File: config.mk
export PLATFORM = sky130hd
export DESIGN_NAME = cfg_bitstream_loader_flat
export DESIGN_NICKNAME = d
export VERILOG_FILES = /design/src/rtl/cfg_bitstream_loader_if.sv /design/src/rtl/cfg_bitstream_loader.sv /design/src/flat_wrapper.sv
export SDC_FILE = /design/constraint.sdc
export NUM_CORES = 1
export LEC_CHECK = 0
export ABC_AREA = 1
export ABC_CLOCK_PERIOD_IN_PS = 7600
export CORE_MARGIN = 8
export CORE_UTILIZATION = 55
export CTS_CLUSTER_SIZE = 28
export DETAILED_ROUTE_END_ITERATION = 8
export GPL_TIMING_DRIVEN = 0
export HOLD_SLACK_MARGIN = 0.12
export PLACE_DENSITY = 0.76
export SYNTH_ARGS = -nofsm -noshare
export SYNTH_HDL_FRONTEND = slang
export SYNTH_SLANG_ARGS = --single-unit
File: constraint.sdc
create_clock -name clk -period 7.6 [get_ports clk]
set_input_delay 1.52 -clock clk [delete_from_list [all_inputs] [get_ports clk]]
set_output_delay 1.52 -clock clk [all_outputs]
set_load 0.05 [all_outputs]
File: src/rtl/cfg_bitstream_loader_if.sv
// Byte stream from the host configuration port into the loader.
// The master drives data/valid; the loader (slave) returns ready.
interface cfg_bitstream_loader_if;
   logic [7:0] s_data;
   logic       s_valid;
   logic       s_ready;

   modport master (
      output s_data,
      output s_valid,
      input  s_ready
   );

   modport slave (
      input  s_data,
      input  s_valid,
      output s_ready
   );
endinterface

File: src/rtl/cfg_bitstream_loader.sv
// Configuration daisy-chain loader: clears the chain, then shifts host
// bytes MSB-first. Define CFG_CRC_EN for a trailing CRC-8 check byte.
module cfg_bitstream_loader #(
   parameter int TOTAL_BITS   = 16,
   parameter int CLEAR_CYCLES = 4,
   parameter int DONE_TIMEOUT = 32
) (
   input  logic                  clk,
   input  logic                  reset,
   input  logic                  start,
   cfg_bitstream_loader_if.slave cfg_in,
   output logic                  cfg_clear,
   output logic                  prgm_b,
   output logic                  chain_en,
   output logic                  shift_en,
   output logic                  bit_out,
   input  logic                  chain_done_in,
   output logic                  busy,
   output logic                  done,
   output logic                  error,
   output logic [15:0]           bits_sent
`ifdef CFG_CRC_EN
   ,
   output logic                  crc_ok
`endif
);

   localparam logic [16:0] TOTAL    = 17'(TOTAL_BITS);
   localparam logic [7:0]  CLR_LAST = 8'(CLEAR_CYCLES - 1);
   localparam logic [15:0] TMO_LAST = 16'(DONE_TIMEOUT - 1);

   typedef enum logic [2:0] {
      S_IDLE,
      S_CLEAR,
      S_LOAD,
      S_WAIT,
      S_DONE,
      S_ERROR
   } state_t;

   state_t      state;
   state_t      state_n;
   logic [7:0]  sreg;
   logic [3:0]  vcnt;
   logic [7:0]  clr_cnt;
   logic [15:0] tmo_cnt;
   logic [16:0] pend;
   logic [16:0] rem;
   logic [3:0]  new_cnt;
   logic        all_sent;
   logic        room;
   logic        hs;
   logic        take;
   logic        do_shift;
   logic        restart;
`ifdef CFG_CRC_EN
   logic [7:0]  crc;
   logic        crc_hs;
   logic        crc_match;
`endif

   // Byte-register occupancy and the upstream ready decision.
   always_comb begin
      pend     = {1'b0, bits_sent} + {13'd0, vcnt};
      rem      = TOTAL - pend;
      all_sent = ({1'b0, bits_sent} == TOTAL);
      room     = (state == S_LOAD) && (pend < TOTAL)
                 && (vcnt <= 4'd1);
      new_cnt  = (rem > 17'd8) ? 4'd8 : rem[3:0];
`ifdef CFG_CRC_EN
      cfg_in.s_ready = room || ((state == S_LOAD) && all_sent);
`else
      cfg_in.s_ready = room;
`endif
      hs = cfg_in.s_valid && cfg_in.s_ready;
   end

   // Next state, shift decision and byte-register load strobe.
   always_comb begin
      state_n  = state;
      do_shift = 1'b0;
      take     = 1'b0;
`ifdef CFG_CRC_EN
      crc_hs    = 1'b0;
      crc_match = (cfg_in.s_data == crc);
`endif
      unique case (state)
         S_IDLE, S_DONE, S_ERROR: begin
            if (start) state_n = S_CLEAR;
         end
         S_CLEAR: begin
            if (clr_cnt == CLR_LAST) state_n = S_LOAD;
         end
         S_LOAD: begin
            if (chain_done_in) begin
               state_n = S_ERROR;
            end else begin
               do_shift = (vcnt != 4'd0);
               take     = hs && room;
`ifdef CFG_CRC_EN
               if (all_sent && hs) begin
                  crc_hs  = 1'b1;
                  state_n = crc_match ? S_WAIT : S_ERROR;
               end
`else
               if (all_sent) state_n = S_WAIT;
`endif
            end
         end
         S_WAIT: begin
            if (chain_done_in) state_n = S_DONE;
            else if (tmo_cnt == TMO_LAST) state_n = S_ERROR;
         end
         default: state_n = S_IDLE;
      endcase
      restart = (state_n == S_CLEAR) && (state != S_CLEAR);
   end

   // State register and the registered chain-facing outputs.
   always_ff @(posedge clk or posedge reset) begin
      if (reset) begin
         state     <= S_IDLE;
         cfg_clear <= 1'b0;
         prgm_b    <= 1'b1;
         chain_en  <= 1'b0;
         busy      <= 1'b0;
         done      <= 1'b0;
         error     <= 1'b0;
         shift_en  <= 1'b0;
         bit_out   <= 1'b0;
      end else begin
         state     <= state_n;
         cfg_clear <= (state_n == S_CLEAR);
         prgm_b    <= !((state_n == S_LOAD) || (state_n == S_WAIT));
         chain_en  <= (state_n == S_LOAD) || (state_n == S_WAIT);
         busy      <= (state_n == S_CLEAR) || (state_n == S_LOAD)
                      || (state_n == S_WAIT);
         done      <= (state_n == S_DONE);
         error     <= (state_n == S_ERROR);
         shift_en  <= do_shift;
         if (do_shift) bit_out <= sreg[7];
      end
   end

   // Shift register, bit counters and clear/timeout counters.
   always_ff @(posedge clk or posedge reset) begin
      if (reset) begin
         sreg      <= 8'd0;
         vcnt      <= 4'd0;
         clr_cnt   <= 8'd0;
         tmo_cnt   <= 16'd0;
         bits_sent <= 16'd0;
      end else if (restart) begin
         sreg      <= 8'd0;
         vcnt      <= 4'd0;
         clr_cnt   <= 8'd0;
         tmo_cnt   <= 16'd0;
         bits_sent <= 16'd0;
      end else begin
         if (state == S_CLEAR) clr_cnt <= clr_cnt + 8'd1;
         if (state == S_WAIT) tmo_cnt <= tmo_cnt + 16'd1;
         if (take) begin
            sreg <= cfg_in.s_data;
            vcnt <= new_cnt;
         end else if (do_shift) begin
            sreg <= {sreg[6:0], 1'b0};
            vcnt <= vcnt - 4'd1;
         end
         if (do_shift) bits_sent <= bits_sent + 16'd1;
      end
   end

`ifdef CFG_CRC_EN
   // CRC-8 (x^8+x^2+x+1) over every bit presented to the chain.
   always_ff @(posedge clk or posedge reset) begin
      if (reset) begin
         crc    <= 8'd0;
         crc_ok <= 1'b0;
      end else if (restart) begin
         crc    <= 8'd0;
         crc_ok <= 1'b0;
      end else begin
         if (do_shift)
            crc <= {crc[6:0], 1'b0}
                   ^ ((crc[7] ^ sreg[7]) ? 8'h07 : 8'h00);
         if (crc_hs && crc_match) crc_ok <= 1'b1;
      end
   end
`endif

endmodule
File: src/flat_wrapper.sv
// flat-port wrapper written by rule: the top's interface ports become plain ports
module cfg_bitstream_loader_flat 
#(
   parameter int TOTAL_BITS   = 16,
   parameter int CLEAR_CYCLES = 4,
   parameter int DONE_TIMEOUT = 32
)
  (clk, reset, start, cfg_clear, prgm_b, chain_en, shift_en, bit_out, chain_done_in, busy, done, error, bits_sent, cfg_in_s_data, cfg_in_s_valid, cfg_in_s_ready);
  cfg_bitstream_loader_if cfg_in_i ();
  input  logic clk;
  input  logic reset;
  input  logic start;
  output logic cfg_clear;
  output logic prgm_b;
  output logic chain_en;
  output logic shift_en;
  output logic bit_out;
  input  logic chain_done_in;
  output logic busy;
  output logic done;
  output logic error;
  output logic [15:0] bits_sent;
  input wire logic [$bits(cfg_in_i.s_data)-1:0] cfg_in_s_data;
  input wire logic [$bits(cfg_in_i.s_valid)-1:0] cfg_in_s_valid;
  output wire logic [$bits(cfg_in_i.s_ready)-1:0] cfg_in_s_ready;
  assign cfg_in_i.s_data = cfg_in_s_data;
  assign cfg_in_i.s_valid = cfg_in_s_valid;
  assign cfg_in_s_ready = cfg_in_i.s_ready;
  cfg_bitstream_loader #(.TOTAL_BITS(TOTAL_BITS), .CLEAR_CYCLES(CLEAR_CYCLES), .DONE_TIMEOUT(DONE_TIMEOUT)) u_core (.clk(clk), .reset(reset), .start(start), .cfg_in(cfg_in_i), .cfg_clear(cfg_clear), .prgm_b(prgm_b), .chain_en(chain_en), .shift_en(shift_en), .bit_out(bit_out), .chain_done_in(chain_done_in), .busy(busy), .done(done), .error(error), .bits_sent(bits_sent));
endmodule
After elaboration in Yosys (flattened, before gate mapping)
Cells that the tools add are included.
{ "op_classes": {"add_sub_neg": 6, "n_eq_ne": 14, "reduce_logical": 16, "magnitude_cmp": 3, "mux": 24} }
{ "op_table": {"columns": ["operator", "count"], "rows": [
  ["two-way mux 16 bit", 4],
  ["two-way mux 8 bit", 5],
  ["adder 16 x 1 -> 16 bit (second input constant)", 2],
  ["== test 16 x 5 -> 1 bit (second input constant)", 2],
  ["two-way mux 3 bit", 6],
  ["adder 16 x 4 -> 17 bit", 1],
  ["> comparator 17 x 4 -> 1 bit (second input constant)", 1],
  ["< comparator 17 x 5 -> 1 bit (second input constant)", 1],
  ["subtractor 5 x 17 -> 17 bit (first input constant)", 1],
  ["two-way mux 4 bit", 4],
  ["== test 3 x 2 -> 1 bit (second input constant)", 4],
  ["== test 3 bit (second input constant)", 4],
  ["case mux 3 bit (4 select lines)", 1],
  ["adder 8 x 1 -> 8 bit (second input constant)", 1],
  ["== test 8 x 2 -> 1 bit (second input constant)", 1],
  ["== test 3 x 1 -> 1 bit (second input constant)", 2],
  ["nonzero test 2 bit", 3],
  ["logical AND 1 bit", 5],
  ["less-or-equal comparator 4 x 1 -> 1 bit (second input constant)", 1],
  ["two-way mux 1 bit", 4],
  ["nonzero test 4 bit", 1],
  ["subtractor 4 x 1 -> 4 bit (second input constant)", 1],
  ["logical NOT 3 bit", 1],
  ["logical OR 1 bit", 3],
  ["4 further kinds", 4]
]} }
{ "totals": {"ff_bits": 63, "output_inout_bits": 25, "elab_cells": 77, "inputBits": 13} }

Depth between registers and ports, before layout
Gate-level depths: netlist of run 1.
{ "depth": {"word_depth": 10, "mapped_depth": 19, "ltp_nobuf": 19} }

Worst setup path after synthesis of run 1
OpenSTA, ideal clock, no wires.
{ "synth_path": {"path_kind": "register to output", "startpoint": "register u_core.bits_sent[0]", "endpoint": "output cfg_in_s_ready", "required_time_ns": 6.080, "n_path_buf": 0, "setup_slack_ns": 3.353, "path_stages_with_launch": 13, "arrival_ns": 2.727, "cell_sequence": "dfrtp_1 > ha_1 > fa_1 > inv_1 > nand2_1 > nor2_1 > nand3_1 > nand2_1 > nand3_4 > nor2_2 > nand2_2 > nor2_1 > and3_1"} }
{ "synth_via": {"elab_chain_len": 4} }
{ "synth_lines": {"columns": ["element", "line_no", "text"], "rows": [
  ["start, declared", "cfg_bitstream_loader.sv:21", "output logic [15:0] bits_sent"],
  ["start signal, assigned", "cfg_bitstream_loader.sv:169", "if (do_shift) bits_sent <= bits_sent + 16'd1;"],
  ["adder 16 x 4 -> 17 bit", "cfg_bitstream_loader.sv:64", "pend = {1'b0, bits_sent} + {13'd0, vcnt};"],
  ["< comparator 17 x 5 -> 1 bit", "cfg_bitstream_loader.sv:67", "room = (state == S_LOAD) && (pend < TOTAL)"],
  ["logical AND 1 bit", "cfg_bitstream_loader.sv:67", null],
  ["logical AND 1 bit", "cfg_bitstream_loader.sv:68", "&& (vcnt <= 4'd1);"],
  ["end, declared", "flat_wrapper.sv:25", "output wire logic [$bits(cfg_in_i.s_ready)-1:0] cfg_in_s_ready;"]
]} }
Every way passes these cells.

Worst setup path after layout of run 1
Same ends and word-level chain as after synthesis.

==> results.ini, run 1 <==
[run_status]
status = finished, final reports clean

[timing]
slew_headroom_pct = 55.81
drv_slew = 0
skew_ns = 0.01012
fmax_mhz = 194.3
hold_ws_ns = 0.4865
rsz0062_at_grt = false
setup_viol = 0
worstMarginPinSlew_ns = 0.6618
hold_viol = 0
period_minus_slack_ns = 5.148
fin_setup_tns_ns = 0
layout_worst_path_cycle_share_pct = 67.73

[logic_synthesis]
syn-num-nets = 709
syn_avg_cell_area_um2 = 6.783
synth_warnings = 0
synth_cell_types = 43
synthFlopType = dfrtp_1
ys_ff_latch = 63
yosysSeqAreaShare_pct = 34.11
async_flop_share_pct = 100.0
syn_inst = 682
synth-edff-count = 0
syn_area_um2 = 4626

[job]
maxCapViolCount = 0

[grt]
antenna_found_initial = 0
grt_max_degree = 36
grt_pass1_wl_um = 19570
grt_usage_pct = 20.66
grt_pass1_vias = 4335
overflow = 0

[clocking]
post_cts_buffers = 0
cts.sinks = 63
clk_latency_ns = 0.34
cts_tree = built
cts-resized-gates = 0
clockBufferDepth = 2
cts_buffers = 9
h-tree-depth = 3
clockRootBuffer = clkbuf_8
cts.clk_slew.worst_paths_ns = 0.07
ctsHoldBuffers = 0

[floorplan]
core_area_um2 = 8175
die-area_um2 = 11600
die_y_um = 107.7
rows = 33
io_pins = 38
initial_utilization_pct = 56.58
die_w_um = 107.7

[setup_path]
path_class = reg2out
end_kind = output port
cp-start-kind = flop
cp.arrival_ns = 3.63
required_ns = 6.08
worstPathMaxFanout = 5

[route]
wl_per_cell_um = 13.44
drcViolationCount = 0
wirelength_um = 11300
vias = 4439
drtAntennaViolNets = 0
dr.pass1.iters = 5
detail_route.vias_per_cell = 5.278
drtIter0Drc = 192

[hold_path]
hold_path.class = reg2reg

[cells_and_area]
drive_above_1_share_pct = 12.50
syn_to_final_growth_pct = 15.93
antenna-diode-count = 0
layout.nets = 758

[pwr]
power.total_uw = 1435
p_leak_uw = 0.003018
powerDensity_nw_per_um2 = 267.5
ir_drop_uv = 278.2

[placement]
io_buffers = 37
dp_hpwl_um = 8960
gp_congestion = 0.8982

-- worst paths after layout --
kind,start,endpoint,slack [ns],cells after the start
max,u_core.bits_sent[0],cfg_in_s_ready,2.45,13
min,u_core.sreg[1],u_core.sreg[1],0.49,2
max reg2reg,u_core.bits_sent[0],u_core.sreg[7],4.58,17
min reg2reg,u_core.sreg[1],u_core.sreg[1],0.49,2
max in group asynchronous,reset,u_core.prgm_b,5.33,3
min in group asynchronous,reset,u_core.tmo_cnt[13],1.59,2
-- report_power, final --
part	total, uW	switching [uW]	internal, uW
clock	322	129	193
sequential	428	43.2	384
combinational	685	470	215
-- per-layer routing --
| metal | track usage, % | wire length [um] |
|---|---|---|
| met2 | 35.18 | 5504 |
| met5 | 0 | 0 |
| met1 | 24.97 | 5049 |
| met4 | 8.523 | 298 |
| met3 | 3.892 | 449 |
-- registers in the layout, indices dropped and copies added, names as in the netlist --
name	cells
u_core.tmo_cnt	16
u_core.vcnt	4
u_core.shift_en	1
u_core.chain_en	1
u_core.cfg_clear	1
u_core.bit_out	1
u_core.clr_cnt	8
u_core.error	1
u_core.sreg	8
u_core.prgm_b	1
u_core.bits_sent	16
u_core.busy	1
u_core.state	3
u_core.done	1
-- kinds of logic (layout without fill, tap and decap cells) --
| family | Yosys count | count (layout) | share of synthesized area, % |
|---|---|---|---|
| AOI/OAI and AO/OA | 42 | 42 | 5.058 |
| xor gates and xnor gates | 6 | 6 | 1.299 |
| adders and majority gates | 14 | 14 | 3.949 |
| buffers and inverters | 138 | 192 | 11.74 |
| DFF | 63 | 63 | 34.11 |
| muxes | 2 | 2 | 0.4328 |
| and+or+nand+nor | 417 | 417 | 43.41 |
-- worst max-delay path: stages, from the launching register on --
cell and delay [ns]:
dfrtp_1 0.46, ha_1 0.29, fa_1 0.49, nand2_1 0.11, nand2_1 0.11, nor2_1 0.12, nand3_1 0.13, nand2_1 0.16
nand3_4 0.10, nor2_2 0.16, nand2_2 0.08, nor2_1 0.12, and3_1 0.16, clkdlybuf4s50_1 0.79
-- metrics by stage --
stage               instances  worst slack (ns)  util [%]  instance area [um2]
global placement          824             2.911     62.72                 5127
global route              841             2.170     65.60                 5363
finish                    841             2.452     65.60                 5363
floorplan                 682             3.353         -                 4626
detailed placement        825             2.814     62.96                 5147
CTS                       841             2.431     65.60                 5363
-- cell usage after synthesis (9+ instances only) --
| library cell | number | area (um2) |
|---|---|---|
| nand2_2 | 26 | 162.7 |
| o21ai_0 | 25 | 125.1 |
| nor2_4 | 9 | 101.4 |
| dfrtp_1 | 62 | 1551 |
| nor3_1 | 13 | 65.06 |
| nand4_1 | 14 | 87.58 |
| inv_1 | 120 | 450.4 |
| nand2_1 | 183 | 686.9 |
| ha_1 | 13 | 162.7 |
| nor2_1 | 50 | 187.7 |
| nand3_1 | 94 | 470.5 |
| inv_2 | 10 | 37.54 |
-- area by class of cell --
type	count	area [um2]
buffer	7	50.05
clock buffer	12	145.1
clock inverter	4	70.07
fill	729	2813
inverter	131	493.0
multi-input combinational	481	2505
sequential	63	1578
tap	105	131.4
timing repair buffer	38	390.4
-- layout by cell type (no fill, tap or decap), drive strengths merged --
cell and instances:
bufinv 2, nand3 99, nor2 66, mux2i 2
o22ai 1, inv 130, dfrtp 62, a22oi 1
a31o 1, and3 1, nand4 15, fa 1
nand2 213, nand3b 5, xor2 3, nor3 14
o21ai 26, clkinv 3, or2 4, a21boi 1
dfstp 1, a21oi 8, xnor2 3, a31oi 1
o32ai 1, clkdlybuf4s50 37, buf 6, o211ai 2
ha 13, clkbuf 14
Note: power is estimated with default switching activity, not from simulation.
==> run 2, diff against run 1 <==
--- a/config.mk
+++ b/config.mk
@@ -6,7 +6,7 @@
 export NUM_CORES = 1
 export LEC_CHECK = 0
 export ABC_AREA = 1
-export ABC_CLOCK_PERIOD_IN_PS = 7600
+export ABC_CLOCK_PERIOD_IN_PS = 5100
 export CORE_MARGIN = 8
 export CORE_UTILIZATION = 55
 export CTS_CLUSTER_SIZE = 28
==> constraint.sdc (replaced) <==
create_clock -name clk -period 5.1 [get_ports clk]
set_input_delay 1.02 -clock clk [delete_from_list [all_inputs] [get_ports clk]]
set_output_delay 1.02 -clock clk [all_outputs]
set_load 0.05 [all_outputs]
==> results of run 2 <==
Same layout as run 1 (identical final DEF). Status: finished, final reports clean.
Main changes from that run: setup slack after placement 2.814 ns -> 0.8139 ns; setup slack after layout 2.452 ns -> 0.4525 ns; register-to-register setup slack 4.58 ns -> 2.08 ns; total power 1435 uW -> 2138 uW; worst IR drop on VDD 278.2 uV -> 414.5 uV
